`config.mk`:
```
export PLATFORM = sky130hd
export DESIGN_NAME = rs_issue_sched
export DESIGN_NICKNAME = d
export VERILOG_FILES = /design/src/rtl/rs_pkg.sv /design/src/rtl/rs_age_matrix.sv /design/src/rtl/rs_issue_sched.sv
export SDC_FILE = /design/constraint.sdc
export NUM_CORES = 1
export LEC_CHECK = 0
export CAP_MARGIN = 15
export CORE_UTILIZATION = 45
export CTS_CLUSTER_SIZE = 30
export DETAILED_ROUTE_END_ITERATION = 10
export PLACE_DENSITY = 0.93
export RECOVER_POWER = 100
export SLEW_MARGIN = 25
export SYNTH_ARGS = -nofsm -noshare
export SYNTH_HDL_FRONTEND = slang
export SYNTH_SLANG_ARGS = --single-unit
```
`constraint.sdc`:
```
create_clock -name clk_i -period 4.2 [get_ports clk_i]
set_clock_uncertainty 0.15 [all_clocks]
set_input_delay 0.84 -clock clk_i [delete_from_list [all_inputs] [get_ports clk_i]]
set_output_delay 0.84 -clock clk_i [all_outputs]
set_load 0.02 [all_outputs]
```
`src/rtl/rs_pkg.sv`:
```
// Shared definitions for the reservation-station bank schedulers:
// bank size, index width and the small one-hot/priority helpers.
package rs_pkg;

  localparam int RS_SIZE = 4;
  localparam int IDX_W   = $clog2(RS_SIZE);

  typedef logic [RS_SIZE-1:0] rs_mask_t;
  typedef logic [IDX_W-1:0]   rs_idx_t;

  // Binary index of a one-hot vector; an all-zero vector yields 0.
  function automatic rs_idx_t onehot_to_idx(input rs_mask_t sel);
    rs_idx_t idx;
    idx = '0;
    for (int i = 0; i < RS_SIZE; i++) begin
      if (sel[i]) begin
        idx = idx | rs_idx_t'(i);
      end
    end
    return idx;
  endfunction

  // One-hot of the lowest set bit of vec (all zero when vec is zero).
  function automatic rs_mask_t lowest_set(input rs_mask_t vec);
    rs_mask_t sel;
    sel = '0;
    for (int i = RS_SIZE - 1; i >= 0; i--) begin
      if (vec[i]) begin
        sel = rs_mask_t'(1) << i;
      end
    end
    return sel;
  endfunction

endpackage

```
`src/rtl/rs_age_matrix.sv`:
```
// Relative-age tracker for one bank: older[i][j] set means entry i was
// allocated before entry j. Picks the single oldest member of a mask.
module rs_age_matrix
  import rs_pkg::*;
(
  input  logic               clk,
  input  logic               rst,
  input  logic               alloc_en,
  input  logic [RS_SIZE-1:0] alloc_sel,
  input  logic [RS_SIZE-1:0] mask,
  output logic [RS_SIZE-1:0] pick_sel,
  output logic               pick_valid
);

  logic [RS_SIZE-1:0][RS_SIZE-1:0] older_reg;
  logic [RS_SIZE-1:0][RS_SIZE-1:0] col;

  // The new entry becomes younger than everyone; untouched pairs keep their order.
  always_ff @(posedge clk or posedge rst) begin
    if (rst) begin
      older_reg <= '0;
    end else if (alloc_en) begin
      for (int i = 0; i < RS_SIZE; i++) begin
        for (int j = 0; j < RS_SIZE; j++) begin
          if (i != j) begin
            if (alloc_sel[i]) begin
              older_reg[i][j] <= 1'b0;
            end else if (alloc_sel[j]) begin
              older_reg[i][j] <= 1'b1;
            end
          end
        end
      end
    end
  end

  generate
    for (genvar gi = 0; gi < RS_SIZE; gi++) begin : g_pick
      for (genvar gj = 0; gj < RS_SIZE; gj++) begin : g_col
        assign col[gi][gj] = older_reg[gj][gi];
      end
      // An entry wins when no other masked entry is older than it.
      assign pick_sel[gi] = mask[gi] & ~|(mask & col[gi]);
    end
  endgenerate

  assign pick_valid = |mask;

endmodule

```
`src/rtl/rs_issue_sched.sv`:
```
// Issue scheduler for one reservation-station bank: lowest-free allocation,
// oldest-ready selection and a single registered issue slot toward the FU.
module rs_issue_sched
  import rs_pkg::*;
(
  input  logic               clk_i,
  input  logic               reset_i,
  input  logic               alloc_req_i,
  input  logic [RS_SIZE-1:0] entry_free_i,
  input  logic [RS_SIZE-1:0] entry_ready_i,
  input  logic               fu_ready_i,
  input  logic               flush_i,
  output logic               full_o,
  output logic               alloc_grant_o,
  output logic [RS_SIZE-1:0] alloc_sel_o,
  output logic [IDX_W-1:0]   alloc_idx_o,
  output logic               issue_valid_o,
  output logic [IDX_W-1:0]   issue_idx_o,
  output logic [RS_SIZE-1:0] issue_sel_o
);

  logic [RS_SIZE-1:0] cand;
  logic [RS_SIZE-1:0] pick_sel;
  logic               pick_valid;
  logic               load;
  logic               accept;
  logic               issue_valid_reg;
  logic               issue_valid_next;
  rs_idx_t            issue_idx_reg;
  rs_idx_t            issue_idx_next;

  assign full_o        = ~|entry_free_i;
  assign alloc_grant_o = alloc_req_i & ~full_o;
  assign alloc_sel_o   = alloc_grant_o ? lowest_set(entry_free_i) : '0;
  assign alloc_idx_o   = onehot_to_idx(alloc_sel_o);

  // The entry already sitting in the issue slot must not be picked twice.
  generate
    for (genvar gi = 0; gi < RS_SIZE; gi++) begin : g_cand
      assign cand[gi] = entry_ready_i[gi] & ~entry_free_i[gi]
                      & ~(issue_valid_reg & (issue_idx_reg == IDX_W'(gi)));
      assign issue_sel_o[gi] = accept & (issue_idx_reg == IDX_W'(gi));
    end
  endgenerate

  rs_age_matrix u_age (
    .clk        (clk_i),
    .rst        (reset_i),
    .alloc_en   (alloc_grant_o),
    .alloc_sel  (alloc_sel_o),
    .mask       (cand),
    .pick_sel   (pick_sel),
    .pick_valid (pick_valid)
  );

  assign load   = pick_valid & (~issue_valid_reg | fu_ready_i) & ~flush_i;
  assign accept = issue_valid_reg & fu_ready_i & ~flush_i;

  always_comb begin
    issue_valid_next = issue_valid_reg;
    issue_idx_next   = issue_idx_reg;
    if (flush_i) begin
      issue_valid_next = 1'b0;
    end else if (load) begin
      issue_valid_next = 1'b1;
      issue_idx_next   = onehot_to_idx(pick_sel);
    end else if (accept) begin
      issue_valid_next = 1'b0;
    end
  end

  always_ff @(posedge clk_i or posedge reset_i) begin
    if (reset_i) begin
      issue_valid_reg <= 1'b0;
      issue_idx_reg   <= '0;
    end else begin
      issue_valid_reg <= issue_valid_next;
      issue_idx_reg   <= issue_idx_next;
    end
  end

  assign issue_valid_o = issue_valid_reg;
  assign issue_idx_o   = issue_idx_reg;

endmodule
```
; Yosys cells after proc, flatten, opt, wreduce, memory -nomap -nowiden
; Index checks and enable logic that the tools add are counted.
; W data, S select, Z words.
[word_totals]
regBits = 12
input_bits = 13
out_inout_bits = 15
elab_cells = 102
[classes]
eq_ne = 3
mux = 26
bitwise = 38
n_reduce_logical = 24
[ops]
columns = cell, count
row1 = $and A1 B1 Y1, 24
row2 = $mux W4, 5
row3 = $reduce_or A4 Y1, 5
row4 = $mux W1, 17
row5 = $reduce_and A2 Y1, 7
row6 = $and A4 B4 Y4, 3
row7 = $reduce_bool A2 Y1, 6
row8 = $not A1 Y1, 10
row9 = $mux W2, 4
row10 = $eq A2 B2 Y1 const B, 2
row11 = $logic_not A1 Y1, 4
row12 = $reduce_bool A3 Y1, 1
row13 = $eq A2 B1 Y1 const B, 1
row14 = $logic_not A2 Y1, 1
row15 = $or A1 B1 Y1, 1

; Depth between registers and ports, before layout
[logic_depth]
word_depth = 11
ltp_mapped = 5
depth_no_buf = 5

; Modules after synthesis
; A second synthesis with hierarchy kept.
[unflattened]
cells_unflattened = 92
hier_area_um2 = 824.5
[modules_own_cells]
columns = mod, n_inst, cells_per_inst, area_each_um2, seq_area_each_um2
row1 = rs_age_matrix, 1, 52, 515.5, 300.3
row2 = rs_issue_sched, 1, 40, 309.0, 75.1

; Worst setup path after synthesis
; OpenSTA, ideal clock, no wires.
[synth_path]
path_type = input-to-output
from = input port entry_free_i[0]
to = output port alloc_grant_o
arrival_time_ns = 1.903
required_ns = 3.210
slack_ns = 1.307
stages = 2
path_buffers = 0
cell_sequence = nor4_1 > nor2b_1
[synth_via]
elab_chain_cells = 2
[synth_rtl]
columns = item, line_no
row1 = from (decl), rs_issue_sched.sv:9  ; input logic [RS_SIZE-1:0] entry_free_i,
row2 = $reduce_or A4 Y1, rs_issue_sched.sv:32  ; assign full_o = ~|entry_free_i;
row3 = $and A1 B1 Y1, rs_issue_sched.sv:33  ; assign alloc_grant_o = alloc_req_i & ~full_o;
row4 = to (decl), rs_issue_sched.sv:14  ; output logic alloc_grant_o,
; No other way between the ends.

; Worst setup path in the final report
[layout_path]
from = input port entry_free_i[0]
to = output port alloc_idx_o[1]
[layout_via]
elab_chain_cells = 5
word_cells_on_any_way = 6
cone_classes = mux: 4 / bitwise: 1 / reduce/logical: 1
[layout_rtl]
columns = item, line_no
row1 = $reduce_or A4 Y1, rs_issue_sched.sv:32
row2 = $and A1 B1 Y1, rs_issue_sched.sv:33
row3 = $mux W4 (*), rs_issue_sched.sv:34  ; assign alloc_sel_o = alloc_grant_o ? lowest_set(entry_free_i) : '0;
row4 = $mux W2, rs_pkg.sv:16  ; if (sel[i]) begin
row5 = $mux W2 (*), rs_pkg.sv:16
row6 = to (decl), rs_issue_sched.sv:16  ; output logic [IDX_W-1:0] alloc_idx_o,
; Every way passes the cells marked *; elsewhere a longest branch is shown, timed or not.

==> results.md <==
- Outcome: completed
- Net Sw Frac: 32.58%
- I/O pins: 28
- Leakage component of the power: 0.0005368 uW
- Ys Warns: 3
- Destination of the worst register-to-register timing path: issue_idx_o[0]
- Min-Delay Endpoint: u_age.col[11]
- Worst setup EP type: output pin
- Number of distinct standard cells referenced by the synthesized netlist: 27
- Final Routed Wirelength: 1755 um
- Most instantiated cells after synthesis: nand2_1 (21), dfrtp_1 (12), inv_1 (8), nor2_1 (6)
- Nature of the critical path startpoint: input port
- Worst Hold Class: reg -> reg
- Launch instance of the worst register-to-register path: issue_valid_o
- Number of flops mapped to enable cells by yosys: 0
- Routed wire length per instance: 13.93 um
- Largest net degree at the start of global routing: 13
- Layout net count: 126
- Overall Power: 319.6 uW
- Delay of the slowest cell on the worst path: 680 ps
- Portion of total power attributed to combinational logic: 31.8%
- Top routing layer in use: met4
- Average footprint of a synthesized cell: 8.712 um2
- Met1 WL: 743 um
- Met2 Routed Length: 900 um
- Ratio of final minimum period to clock period: 89.78%
- Met3 WL: 100 um
- Cell-by-cell trace of the critical path: dlygate4sd3_1 > nor2_1 > nand4b_1 > nand2_1 > dlygate4sd3_1
- Max-cap check violation count: 0
- Global-route wire length before repair: 2904 um
- Unrepaired setup endpoints after global routing: no
- Post-synthesis instance total: 81
- Arrival time of data at the critical path endpoint: 2780 ps
- Post-detail-place hpwl: 1409 um
- Setup slack of the worst register-to-register path: 2130 ps
- Clock edge transition at the registers on the reported setup and hold paths: 70 ps
- Number of global-route vias before repair: 657
- Max VDD drop: 222.7 uV
- Highest fanout seen on the critical path: 8
- Count of pins over their slew limit: 0
- Synth-to-Final Area Change: 43.26%
- Clk network pwr share: 20.4%
- Maximum buffer depth of the clock tree: 2
- Internal power: 215.5 uW
- Deepest level of the CTS H-tree: 1
- Number of failing setup endpoints in the final timing report: 0
- Total global routing overflow: 0
- Most prevalent standard cell on the critical path: dlygate4sd3_1
- Final TNS setup: 0 ps
- Startpoint of the tightest hold check path: u_age.col[11]
- Final hold vios: 0
- Flop pwr share: 47.8%
- Post-synthesis sequential element count: 12
- Clock latency on the worst-skew pair: 260 ps
- Area of the mapped netlist: 705.7 um2
- TritonCTS clock tree: done
- Number of antenna violations at the first check in global routing: 0
- Main area contributors after synthesis: dfrtp_1 (43%), nand2_1 (11%), inv_1 (4.3%)
- Number of hold buffers added after cts: 0
- Overall Global Routing Usage: 21.40%
- Slew at the pin closest to its max-slew limit: 562.1 ps
- Cell depth of the worst hold path: 2
- Placed standard-cell area: 994.7 um2
- I/O Buffers: 27
- Vertical die dimension: 41.60 um
- Total number of vias: 701
- Switching power: 104.1 uW
- Floorplan Core Area: 1383 um2
- Standard-cell rows: 13
- Post-CTS sizing: 0
- Number of sinks driven by the clock tree: 12
- Drt initial violations: 28
- Critical path's slowest cell: dlygate4sd3_1
- Leading area contributor after synthesis: dfrtp_1
- Worst setup path class: in -> out
- Die Wd: 41.60 um
- Area of the die: 1731 um2
- Sequential fraction of the synthesis area: 42.55%
- Residual DRC count: 0
- Most used DFF post-synth: dfrtp_1
- Tightest slew margin relative to the limit: 62.27%
- Cell count of the worst reg-to-reg path: 5
- Share of async-settable or async-resettable flops after synthesis: 100.0%
- Top-count cell post-synth: nand2_1
- Cts bufs inserted: 3
- Nets in the synthesized netlist: 94
- WP data required: 3210 ps
- Initial DRT Pass Iterations: 4
- Starting density of the core: 51.04%
- Achievable frequency: 265.2 MHz
- Number of diodes added for antenna fixing: 0
- Power per cell area: 316.1 nW/um2
- Utilization after layout: 73.12%
- Top-area cell type share of the netlist area: 42.55%
- Layout Cell Area excl Fill: 1011 um2
- Clock root buffer: clkbuf_4
- Layout cells sized above 1: 6.306%
- Avg Vias per Cell: 5.563
- Last weighted congestion value of the routability-driven placer: 0.7996
- Post-DRT Antenna Nets: 0
- Number of setup buffers added after CTS: 0
- Final Critical Period: 3771 ps
stage by stage:
step	worst slack (ps)	std cells	hold WS (ps)
floorplan	1307	81	288.2
global placement	679.0	123	308.7
detailed placement	609.9	123	320.7
CTS	600.5	126	336.8
global route	314.0	126	358.3
finish	429.3	126	342.0
worst max path at each step:
stage	startpoint	endpoint	slack [ps]	cells past startpoint
3_3_place_gp	entry_free_i[0]	alloc_idx_o[0]	680	5
2_1_floorplan	entry_free_i[0]	alloc_grant_o	1310	2
4_1_cts	entry_free_i[0]	alloc_idx_o[1]	600	5
3_5_place_dp	entry_free_i[0]	alloc_idx_o[1]	610	5
5_1_grt	entry_free_i[0]	alloc_idx_o[1]	310	5
6_report	entry_free_i[0]	alloc_idx_o[1]	430	5
state kept, by name (all words and copies together) (netlist names):
signal	flops
issue_valid_o	1
issue_idx_o	2
u_age.col	9
cell families after synthesis:
logic type	count (synthesis)	synth area share [%]
buffers and inverters	8	4.255
AND/OR/NAND/NOR	49	40.42
multiplexers	1	1.418
AO/OA/AOI/OAI	11	11.35
flip-flops	12	42.55
critical path: cells and delay by family:
family / cells / cell delay, ps
buffers and inverters: 2 / 1300
and+or+nand+nor: 3 / 640
metal layers:
layer / global-route usage [%] / vias up
li1: - / 337
met1: 27.97 / 340
met2: 35.63 / 22
met3: 2.174 / 2
met4: 9.677 / 0
met5: 0 / -
cells in the final DEF, fill, tap and decap left out, types with 2 or more instances in the layout:
cell / netlist / layout
inv_1: 8 / 8
nand2_1: 21 / 21
or2b_1: 2 / 2
dlygate4sd3_1: 0 / 18
and3b_1: 2 / 2
nor2b_1: 2 / 2
a22oi_1: 2 / 2
clkbuf_4: 0 / 3
a21boi_0: 3 / 3
clkdlybuf4s50_1: 0 / 9
nor3b_1: 2 / 2
nand3_1: 3 / 3
nor2_1: 6 / 6
dfrtp_1: 12 / 12
a21oi_1: 2 / 2
nor3b_2: 2 / 2
nor4_1: 1 / 2
area by class of cell:
cell class | instances | area, um2
Sequential cell | 12 | 300.3
Tap cell | 15 | 18.77
Multi-Input combinational cell | 61 | 369.1
Clock buffer | 3 | 22.52
Inverter | 8 | 30.03
Timing Repair Buffer | 27 | 270.3
Fill cell | 94 | 371.6
power groups by stage:
stage | sequential [uW] | clock (uW) | combinational [uW]
final | 153 | 65.2 | 101
after global routing | 156 | 73.5 | 110
after CTS | 152 | 67.2 | 108
after detailed placement | 155 | 0 | 107
after global placement | 153 | 0 | 104
after floorplan | 158 | 0 | 53.4
Note: power is estimated with default switching activity, not from simulation.
